--- src/rtl/jam_cost_table_pkg.sv ---
// Shared sizes, FSM encoding and helpers for the job-assignment cost-matrix store.
package jam_cost_table_pkg;

    localparam int N  = 8;
    localparam int CW = 7;
    localparam int BW = 10;
    localparam int AW = 6;

    localparam logic [AW-1:0] LAST_BEAT = 6'd63;

    typedef enum logic [1:0] {
        IDLE  = 2'd0,
        LOAD  = 2'd1,
        SERVE = 2'd2
    } state_t;

    function automatic logic [CW-1:0] cost_min(input logic [CW-1:0] a, input logic [CW-1:0] b);
        return (a < b) ? a : b;
    endfunction

endpackage

--- src/rtl/jam_cost_table_cost_row_min.sv ---
// Running per-row minimum of the load stream and sum of completed row minima.
module cost_row_min
    import jam_cost_table_pkg::*;
(
    input  logic          CLK,
    input  logic          RST_N,
    input  logic          clr,
    input  logic          acc,
    input  logic [CW-1:0] in_cost,
    input  logic [2:0]    col,
    output logic [BW-1:0] lower_bound
);

    logic [CW-1:0] row_min_r;
    logic [BW-1:0] lower_bound_r;
    logic [CW-1:0] min_s;

    // minimum including the beat currently being accepted
    always_comb begin
        min_s = cost_min(row_min_r, in_cost);
    end

    // row-minimum tracking and accumulation on the last job of each row
    always_ff @(posedge CLK or negedge RST_N) begin
        if (!RST_N) begin
            row_min_r     <= {CW{1'b0}};
            lower_bound_r <= {BW{1'b0}};
        end else if (clr) begin
            row_min_r     <= {CW{1'b0}};
            lower_bound_r <= {BW{1'b0}};
        end else if (acc) begin
            row_min_r <= (col == 3'd0) ? in_cost : min_s;
            if (col == 3'd7) begin
                lower_bound_r <= lower_bound_r + {{(BW-CW){1'b0}}, min_s};
            end else begin
                lower_bound_r <= lower_bound_r;
            end
        end else begin
            row_min_r     <= row_min_r;
            lower_bound_r <= lower_bound_r;
        end
    end

    assign lower_bound = lower_bound_r;

endmodule

--- src/rtl/jam_cost_table.sv ---
// 8x8 cost-matrix store: streams a matrix in, serves same-cycle lookups and
// holds the assignment engine in reset until a complete matrix is present.
module jam_cost_table
    import jam_cost_table_pkg::*;
(
    input  logic          CLK,
    input  logic          RST_N,
    input  logic          in_valid,
    output logic          in_ready,
    input  logic [CW-1:0] in_cost,
    input  logic [2:0]    W,
    input  logic [2:0]    J,
    output logic [CW-1:0] Cost,
    input  logic          jam_valid,
    output logic          JAM_RST,
    output logic          table_ready,
    output logic [BW-1:0] lower_bound
);

    state_t        state_r;
    logic [AW-1:0] ld_cnt_r;
    logic          jam_rst_r;
    logic          table_ready_r;
    logic [CW-1:0] mem_r [0:63];
    logic          accept_s;
    logic          clr_s;
    logic [CW-1:0] cost_s;

    // handshake and the cycles on which the FSM is about to enter LOAD
    always_comb begin
        accept_s = in_valid && (state_r == LOAD);
        clr_s    = (state_r == IDLE) || ((state_r == SERVE) && jam_valid);
    end

    // control FSM with registered engine reset and ready flag
    always_ff @(posedge CLK or negedge RST_N) begin
        if (!RST_N) begin
            state_r       <= IDLE;
            ld_cnt_r      <= {AW{1'b0}};
            jam_rst_r     <= 1'b1;
            table_ready_r <= 1'b0;
        end else begin
            case (state_r)
                IDLE: begin
                    state_r       <= LOAD;
                    ld_cnt_r      <= {AW{1'b0}};
                    jam_rst_r     <= 1'b1;
                    table_ready_r <= 1'b0;
                end
                LOAD: begin
                    if (accept_s) begin
                        ld_cnt_r <= ld_cnt_r + 6'd1;
                        if (ld_cnt_r == LAST_BEAT) begin
                            state_r       <= SERVE;
                            jam_rst_r     <= 1'b0;
                            table_ready_r <= 1'b1;
                        end else begin
                            state_r <= LOAD;
                        end
                    end else begin
                        ld_cnt_r <= ld_cnt_r;
                    end
                end
                SERVE: begin
                    if (jam_valid) begin
                        state_r       <= LOAD;
                        ld_cnt_r      <= {AW{1'b0}};
                        jam_rst_r     <= 1'b1;
                        table_ready_r <= 1'b0;
                    end else begin
                        state_r <= SERVE;
                    end
                end
                default: begin
                    state_r       <= IDLE;
                    ld_cnt_r      <= {AW{1'b0}};
                    jam_rst_r     <= 1'b1;
                    table_ready_r <= 1'b0;
                end
            endcase
        end
    end

    // register file deliberately unreset; reads are gated by table_ready
    always_ff @(posedge CLK) begin
        if (accept_s) begin
            mem_r[ld_cnt_r] <= in_cost;
        end
    end

    // zero-latency lookup for the engine
    always_comb begin
        if (table_ready_r) begin
            cost_s = mem_r[{W, J}];
        end else begin
            cost_s = {CW{1'b0}};
        end
    end

    cost_row_min u_row_min (
        .CLK         (CLK),
        .RST_N       (RST_N),
        .clr         (clr_s),
        .acc         (accept_s),
        .in_cost     (in_cost),
        .col         (ld_cnt_r[2:0]),
        .lower_bound (lower_bound)
    );

    assign in_ready    = (state_r == LOAD);
    assign Cost        = cost_s;
    assign JAM_RST     = jam_rst_r;
    assign table_ready = table_ready_r;

endmodule

--- config.mk ---
export PLATFORM = sky130hd
export DESIGN_NAME = jam_cost_table
export DESIGN_NICKNAME = d
export VERILOG_FILES = /design/src/rtl/jam_cost_table_pkg.sv /design/src/rtl/jam_cost_table_cost_row_min.sv /design/src/rtl/jam_cost_table.sv
export SDC_FILE = /design/constraint.sdc
export NUM_CORES = 1
export LEC_CHECK = 0
export CORE_UTILIZATION = 62
export DETAILED_ROUTE_END_ITERATION = 8
export HOLD_SLACK_MARGIN = 0.03
export PLACE_DENSITY_LB_ADDON = 0.3
export SLEW_MARGIN = 20
export SYNTH_ARGS = -nofsm -noshare
export SYNTH_HDL_FRONTEND = slang
export SYNTH_SLANG_ARGS = --single-unit
--- constraint.sdc ---
create_clock -name CLK -period 3.9 [get_ports CLK]
set_clock_uncertainty 0.05 [all_clocks]
set_input_delay 0.585 -clock CLK [delete_from_list [all_inputs] [get_ports CLK]]
set_output_delay 0.585 -clock CLK [all_outputs]
set_load 0.02 [all_outputs]
==> results of run 1 <==
[repair_timing]
item	in CTS	in global routing
resized for setup	0	2
endpoints found under the setup margin	0	2
buffers inserted	0	0
[worst reg2reg max path, cell delays in order (launching register included)]
cell	delay (ns)
dfrtp_1	0.40
ha_1	0.31
a21o_1	0.16
a21oi_1	0.16
o21ai_0	0.14
a21oi_2	0.18
mux2_2	0.35
ha_1	0.21
fa_1	0.43
a21o_1	0.19
a21oi_1	0.19
o21bai_1	0.10
a21oi_1	0.18
xor2_1	0.16
o21ai_0	0.08
[logic make-up (layout without fill, tap and decap cells)]
logic type | count (synthesis) | after routing | synth area share, %
compound gates | 113 | 113 | 4.01
mux | 139 | 139 | 14.7
fa+ha+maj | 17 | 17 | 1.14
simple gates | 176 | 176 | 4.36
xor+xnor | 8 | 8 | 0.363
flops | 475 | 475 | 73.1
buf+inv | 64 | 228 | 2.30
[through the flow]
stage	util, %	setup WS [ns]	cells	power, mW
after floorplan	-	0.250	992	7.42
after global placement	67.1	0.115	1468	8.20
after detailed placement	67.1	0.0902	1468	8.25
after CTS	71.7	0.0877	1552	12.4
after global routing	71.8	0.0382	1552	12.8
final	71.8	0.0511	1552	12.4
[cell type report]
type                       instances  area (µm²)  area share [%]
clock inverter                    21         173           0.786
tap                              396         495            2.26
timing repair buffer             127        1090            4.97
clock buffer                      63        1250            5.68
sequential                       475       14100            64.4
inverter                          17        63.8           0.291
multi-input combinational        453        4760            21.7
[metal layers]
layer | global-route usage [%] | wire length, µm | part of all wire [%]
met5 | 0 | 0 | 0
met4 | 7.87 | 1040 | 2.4
met3 | 4.56 | 4230 | 9.8
met2 | 47.1 | 21500 | 50
met1 | 40.0 | 16500 | 38
[where the power goes]
part,internal (mW),switching [mW],total (mW),leakage [nW]
registers,5.86,0.246,6.11,4.37
logic,0.859,1.21,2.07,2.30
clock network,2.43,1.79,4.22,0.696
[state kept, by name (all words and copies together), names as in the netlist]
| signal | flops |
|---|---|
| mem_r | 448 |
| u_row_min.lower_bound | 10 |
| u_row_min.row_min_r | 7 |
| ld_cnt_r | 6 |
| state_r | 2 |
| JAM_RST | 1 |
| table_ready | 1 |
[worst max path at each step]
stage / to / slack, ns / cells after the start
CTS: Cost[4] / 0.09 / 8
detailed placement: u_row_min.lower_bound[6]$_DFFE_PN0P_ / 0.09 / 16
global route: Cost[3] / 0.04 / 8
finish: Cost[6] / 0.05 / 8
global placement: Cost[1] / 0.12 / 7
floorplan: u_row_min.lower_bound[6]$_DFFE_PN0P_ / 0.25 / 15
[placed cells by master, fill, tap and decap left out, types with 4 or more instances in the layout]
cell,synthesis,final
or3_1,5,5
xnor2_1,4,4
mux4_1,7,7
buf_12,1,7
buf_4,6,85
o22ai_1,7,7
edfxtp_1,448,448
nand3_1,21,21
nor3_1,8,8
nand3b_1,5,5
nor2b_1,12,12
clkbuf_16,0,47
a21o_1,6,6
mux2i_1,17,17
xor2_1,4,4
inv_1,17,17
nand2_1,17,17
nor2_1,86,86
mux4_2,106,106
a21oi_1,23,23
a22o_1,14,14
clkinv_2,0,8
clkinv_1,0,9
nand2b_1,6,6
o21ai_0,20,20
clkbuf_1,13,15
o221ai_1,8,8
ha_1,16,16
buf_2,8,8
mux2_2,9,9
a22oi_1,8,8
clkdlybuf4s50_1,0,25
dfrtp_1,26,26
==> qor.txt, run 1 <==
Finished Cell Area - 22000 µm²
Worst-Margin Slew - 0.850 ns
total CTS buffers - 45
Max rail drop VDD - 0.565 mV
Final #Nets - 1153
final hold slack - 0.386 ns
asr flop ratio synth - 5.68%
GRT Total Usage - 28.5%
DR iter-0 viols - 1162
area share of the largest cell type after synthesis - 69.6%
WP data required - 3.26 ns
initial core utilization - 63.2%
Die X - 179 µm
RePlAce Congestion - 0.851
Fillers - 1837
syn avg cell area - 19.5 µm²
antenna-violating nets left - 0
clock-pin slew on the worst setup and hold paths - 0.06 ns
Routed WL - 43.3 mm
P&R area growth vs syn - 13.6%
worst r2r path cells - 14
WP data arrival - 3.21 ns
number of remaining DRC errors - 0
CTS tree - built
largest net degree at the start of global routing - 67
H-tree levels - 2
Max stage delay on crit path - 0.58 ns
Worst-Skew Late Latency - 0.54 ns
crit start category - input port
Post-synth EDFFs - 448
crit path from - J[1]
Max Cap Viol - 0
CP delay by family, top - buffers and inverters
Final Hold Violating Endpoints - 0
Mapped Cells - 992
# setup viols final - 0
pwr dens - 565 nW/µm²
HP Class - in -> async
maximum fanout along the worst path - 20
Top FF cell, synth - edfxtp_1
Slew Viols, Final - 0
most numerous cell in the Yosys netlist - edfxtp_1
RR Endpoint - u_row_min.lower_bound[6]$_DFFE_PN0P_
maximum operating frequency - 260 MHz
Cell Area, Synth - 19300 µm²
Vias - 10100
top cells by area, synth - edfxtp_1, mux4_2, dfrtp_1
crit-path cells - buf_6 -> buf_12 -> mux4_2 -> mux2i_1 -> o22ai_1 -> o221ai_1 -> o21ai_0 -> clkdlybuf4s50_1
initial antenna violation count - 0
crit share post-route - 98.7%
Rows - 64
Warnings, synthesis - 0
WP buf/inv - 3
Seq cells post-synth - 475
dpl cell area - 20500 µm²
post-synth cell types - 62
layout cell share with drive strength beyond 1 - 24.9%
worst r2r src - u_row_min.row_min_r[4]$_DFFE_PN0P_
leading area contributor after synthesis - edfxtp_1
Net Count, Synth - 1026
clock root buffer - clkbuf_16
crit end category - output pin
setup TNS - 0 ns
clock buffer depth - 3
die height - 179 µm
setup repair after global routing missed its margin - no
fin crit period - 3.85 ns
first-pass GRT wire length - 64.5 mm
io pins - 37
vias per inst - 6.49
Max transition margin - 43.1%
Overflow after GRT - 0
WL/cell - 27.9 µm
hold-fix buffers at CTS - 0
total iterations of the first detailed-routing run - 5
DPL Wire Length - 27.6 mm
Port-buffer cells - 36
vias in the first global route - 10200
Die Area - 31900 µm²
slowest library cell on the worst path - clkdlybuf4s50_1
leakage - 7.37 nW
Post-synth top cells - edfxtp_1, mux4_2, nor2_1, dfrtp_1, a21oi_1
# diodes - 0
clk sinks - 475
crit path kind - in -> out
status - complete, no violations
CORE AREA - 30600 µm²
Seq/Total Area, Yosys - 73.1%
r2r setup slk - 0.47 ns
(Power assumes the default switching activity.)
==> inputs of run 2 (changes only) <==
--- a/config.mk
+++ b/config.mk
@@ -5,11 +5,13 @@
 export SDC_FILE = /design/constraint.sdc
 export NUM_CORES = 1
 export LEC_CHECK = 0
+export CAP_MARGIN = 10
 export CORE_UTILIZATION = 62
 export DETAILED_ROUTE_END_ITERATION = 8
 export HOLD_SLACK_MARGIN = 0.03
-export PLACE_DENSITY_LB_ADDON = 0.3
+export PLACE_DENSITY = 0.79
 export SLEW_MARGIN = 20
 export SYNTH_ARGS = -nofsm -noshare
 export SYNTH_HDL_FRONTEND = slang
 export SYNTH_SLANG_ARGS = --single-unit
+export TNS_END_PERCENT = 50
==> run 2 against run 1 <==
Compared with the run above: die area is the same; critical path type unchanged; largest cell class unchanged; non-clock buffer count grew 2; worst setup slack gained 0.052 ns; global-route usage grew 0.71 points; sequential power is essentially flat; clock power shrank 4%; via count grew 2.1%.
==> qor.txt, run 2 (synthesized netlist as in run 1, its figures left out) <==
# diodes - 0 (unchanged)
CTS tree - built
clock buffer depth - 3 (unchanged)
Routed WL - 44.2 mm (+2.1%)
crit start category - input port
pwr dens - 557 nW/µm² (-1.4%)
Placed Cells - 1470 (+0.14%)
RePlAce Congestion - 0.934 (+9.7%)
crit end category - output pin
commonest cells after routing, fill and taps aside - edfxtp_1, mux4_2, nor2_1, buf_4, clkbuf_16
maximum fanout along the worst path - 14 (-30%)
Post-CTS Setup Bufs - 0 (unchanged)
CORE AREA - 30600 µm² (unchanged)
antenna-violating nets left - 0 (unchanged)
commonest non-fill, non-tap cell in the layout - edfxtp_1
Slew Viols, Final - 0 (unchanged)
storage element area - 14100 µm² (unchanged)
Seq pwr share - 49.9% (+0.6 points)
initial core utilization - 63.2% (unchanged)
WP data arrival - 3.16 ns (-0.05 ns)
Net Switching - 3.26 mW (+0.36%)
post-cts resize count - 0 (unchanged)
area of the multi-input gates - 4750 µm² (-0.13%)
total power draw - 12.2 mW (-1.4%)
WP data required - 3.26 ns (about the same)
crit share post-route - 97.4% (-1.3 points)
clock-pin slew on the worst setup and hold paths - 0.05 ns (about the same)
first-pass GRT wire length - 65.6 mm (+1.7%)
switch share - 26.6% (+0.46 points)
Final #Nets - 1156 (+0.26%)
total CTS buffers - 46 (+2.2%)
Vias - 10300 (+2.1%)
P&R area growth vs syn - 13.6% (about the same)
vias per inst - 6.62 (+2.1%)
Overflow after GRT - 0 (unchanged)
largest net degree at the start of global routing - 67 (unchanged)
maximum operating frequency - 263 MHz (+1.4%)
die height - 179 µm (unchanged)
Max transition margin - 45.6% (+2.5 points)
Finished Layout Cells - 1552 (unchanged)
leakage - 7.36 nW (-0.10%)
# setup viols final - 0 (unchanged)
Comb power frac - 16.9% (+0.2 points)
io pins - 37 (unchanged)
Die X - 179 µm (unchanged)
GRT Total Usage - 29.2% (+0.71 points)
Fillers - 1807 (-1.6%)
Reg with most FFs - mem_r
Internal Pwr Total - 8.97 mW (-2.0%)
setup TNS - 0 ns (unchanged)
setup repair after global routing missed its margin - no
Die Area - 31900 µm² (unchanged)
initial antenna violation count - 0 (unchanged)
fin crit period - 3.80 ns (-0.0518 ns)
Worst-Margin Slew - 0.813 ns (-0.0374 ns)
crit path kind - in -> out
dpl cell area - 20600 µm² (+0.32%)
layout cell share with drive strength beyond 1 - 25.1% (+0.17 points)
H-tree levels - 2 (unchanged)
status - complete, no violations
DR iter-0 viols - 1170 (+0.69%)
total iterations of the first detailed-routing run - 5 (unchanged)
Port-buffer cells - 36 (unchanged)
Max rail drop VDD - 0.477 mV (-16%)
DPL Wire Length - 28.1 mm (+1.5%)
Clock power frac - 33.2% (-0.8 points)
HP Class - in -> async
Finished Cell Area - 22000 µm² (about the same)
hold-fix buffers at CTS - 0 (unchanged)
Rows - 64 (unchanged)
Max Cap Viol - 0 (unchanged)
number of remaining DRC errors - 0 (unchanged)
WL/cell - 28.5 µm (+2.1%)
vias in the first global route - 10400 (+1.5%)
clock root buffer - clkbuf_16
Worst-Skew Late Latency - 0.55 ns (about the same)
Final Hold Violating Endpoints - 0 (unchanged)
clk sinks - 475 (unchanged)
max reg flops - 448 (unchanged)
## run 2: area by class of cell
| cell class | instances | share of cell area, % |
|---|---|---|
| clock buffer | 61 | 5.50 |
| inverter | 17 | 0.291 |
| multi-input combinational | 453 | 21.6 |
| tap | 396 | 2.26 |
| sequential | 475 | 64.4 |
| timing repair buffer | 129 | 5.25 |
| clock inverter | 21 | 0.701 |
## run 2: critical path, stage by stage
cell and delay (ns):
buf_4 0.28, buf_12 0.22, mux4_2 0.52, a22oi_1 0.21, o31ai_1 0.12, mux2_2 0.31
a211o_1 0.35, clkdlybuf4s50_1 0.55
## run 2: power groups by stage
stage	sequential, mW	combinational [mW]	clock (mW)
finish	6.10	2.07	4.07
global route	6.12	2.22	4.28
CTS	6.10	2.06	4.10
detailed placement	6.20	2.04	0
global placement	6.19	1.99	0
floorplan	6.13	1.30	0
## run 2: metrics by stage
stage	setup slack, ns	hold slack, ns	util [%]
2_1_floorplan	0.250	0.239	-
3_3_place_gp	0.0904	0.424	67.3
3_5_place_dp	0.0563	0.421	67.3
4_1_cts	0.0967	0.352	71.8
5_1_grt	0.0187	0.416	71.8
6_report	0.103	0.355	71.8
## run 2: layer usage
metal,share of wire [%],GRT usage (%),vias up
met3,9.2,5.50,109
met1,38,40.1,5275
met5,0,0,-
li1,-,-,4312
met2,50,47.6,585
met4,3.5,10.3,0
## run 2: final timing paths
path / start / slack (ns) / end / depth (start not counted)
max in group asynchronous: RST_N / 3.14 / JAM_RST$_DFFE_PN1P_ / 2
worst max-delay path: J[0] / 0.10 / Cost[5] / 8
worst min-delay path: RST_N / 0.36 / state_r[0]$_DFFE_PN0N_ / 2
worst max register to register: u_row_min.row_min_r[4]$_DFFE_PN0P_ / 0.43 / u_row_min.lower_bound[6]$_DFFE_PN0P_ / 14
min in group CLK: JAM_RST$_DFFE_PN1P_ / 0.43 / JAM_RST$_DFFE_PN1P_ / 2
worst min register to register: JAM_RST$_DFFE_PN1P_ / 0.43 / JAM_RST$_DFFE_PN1P_ / 2
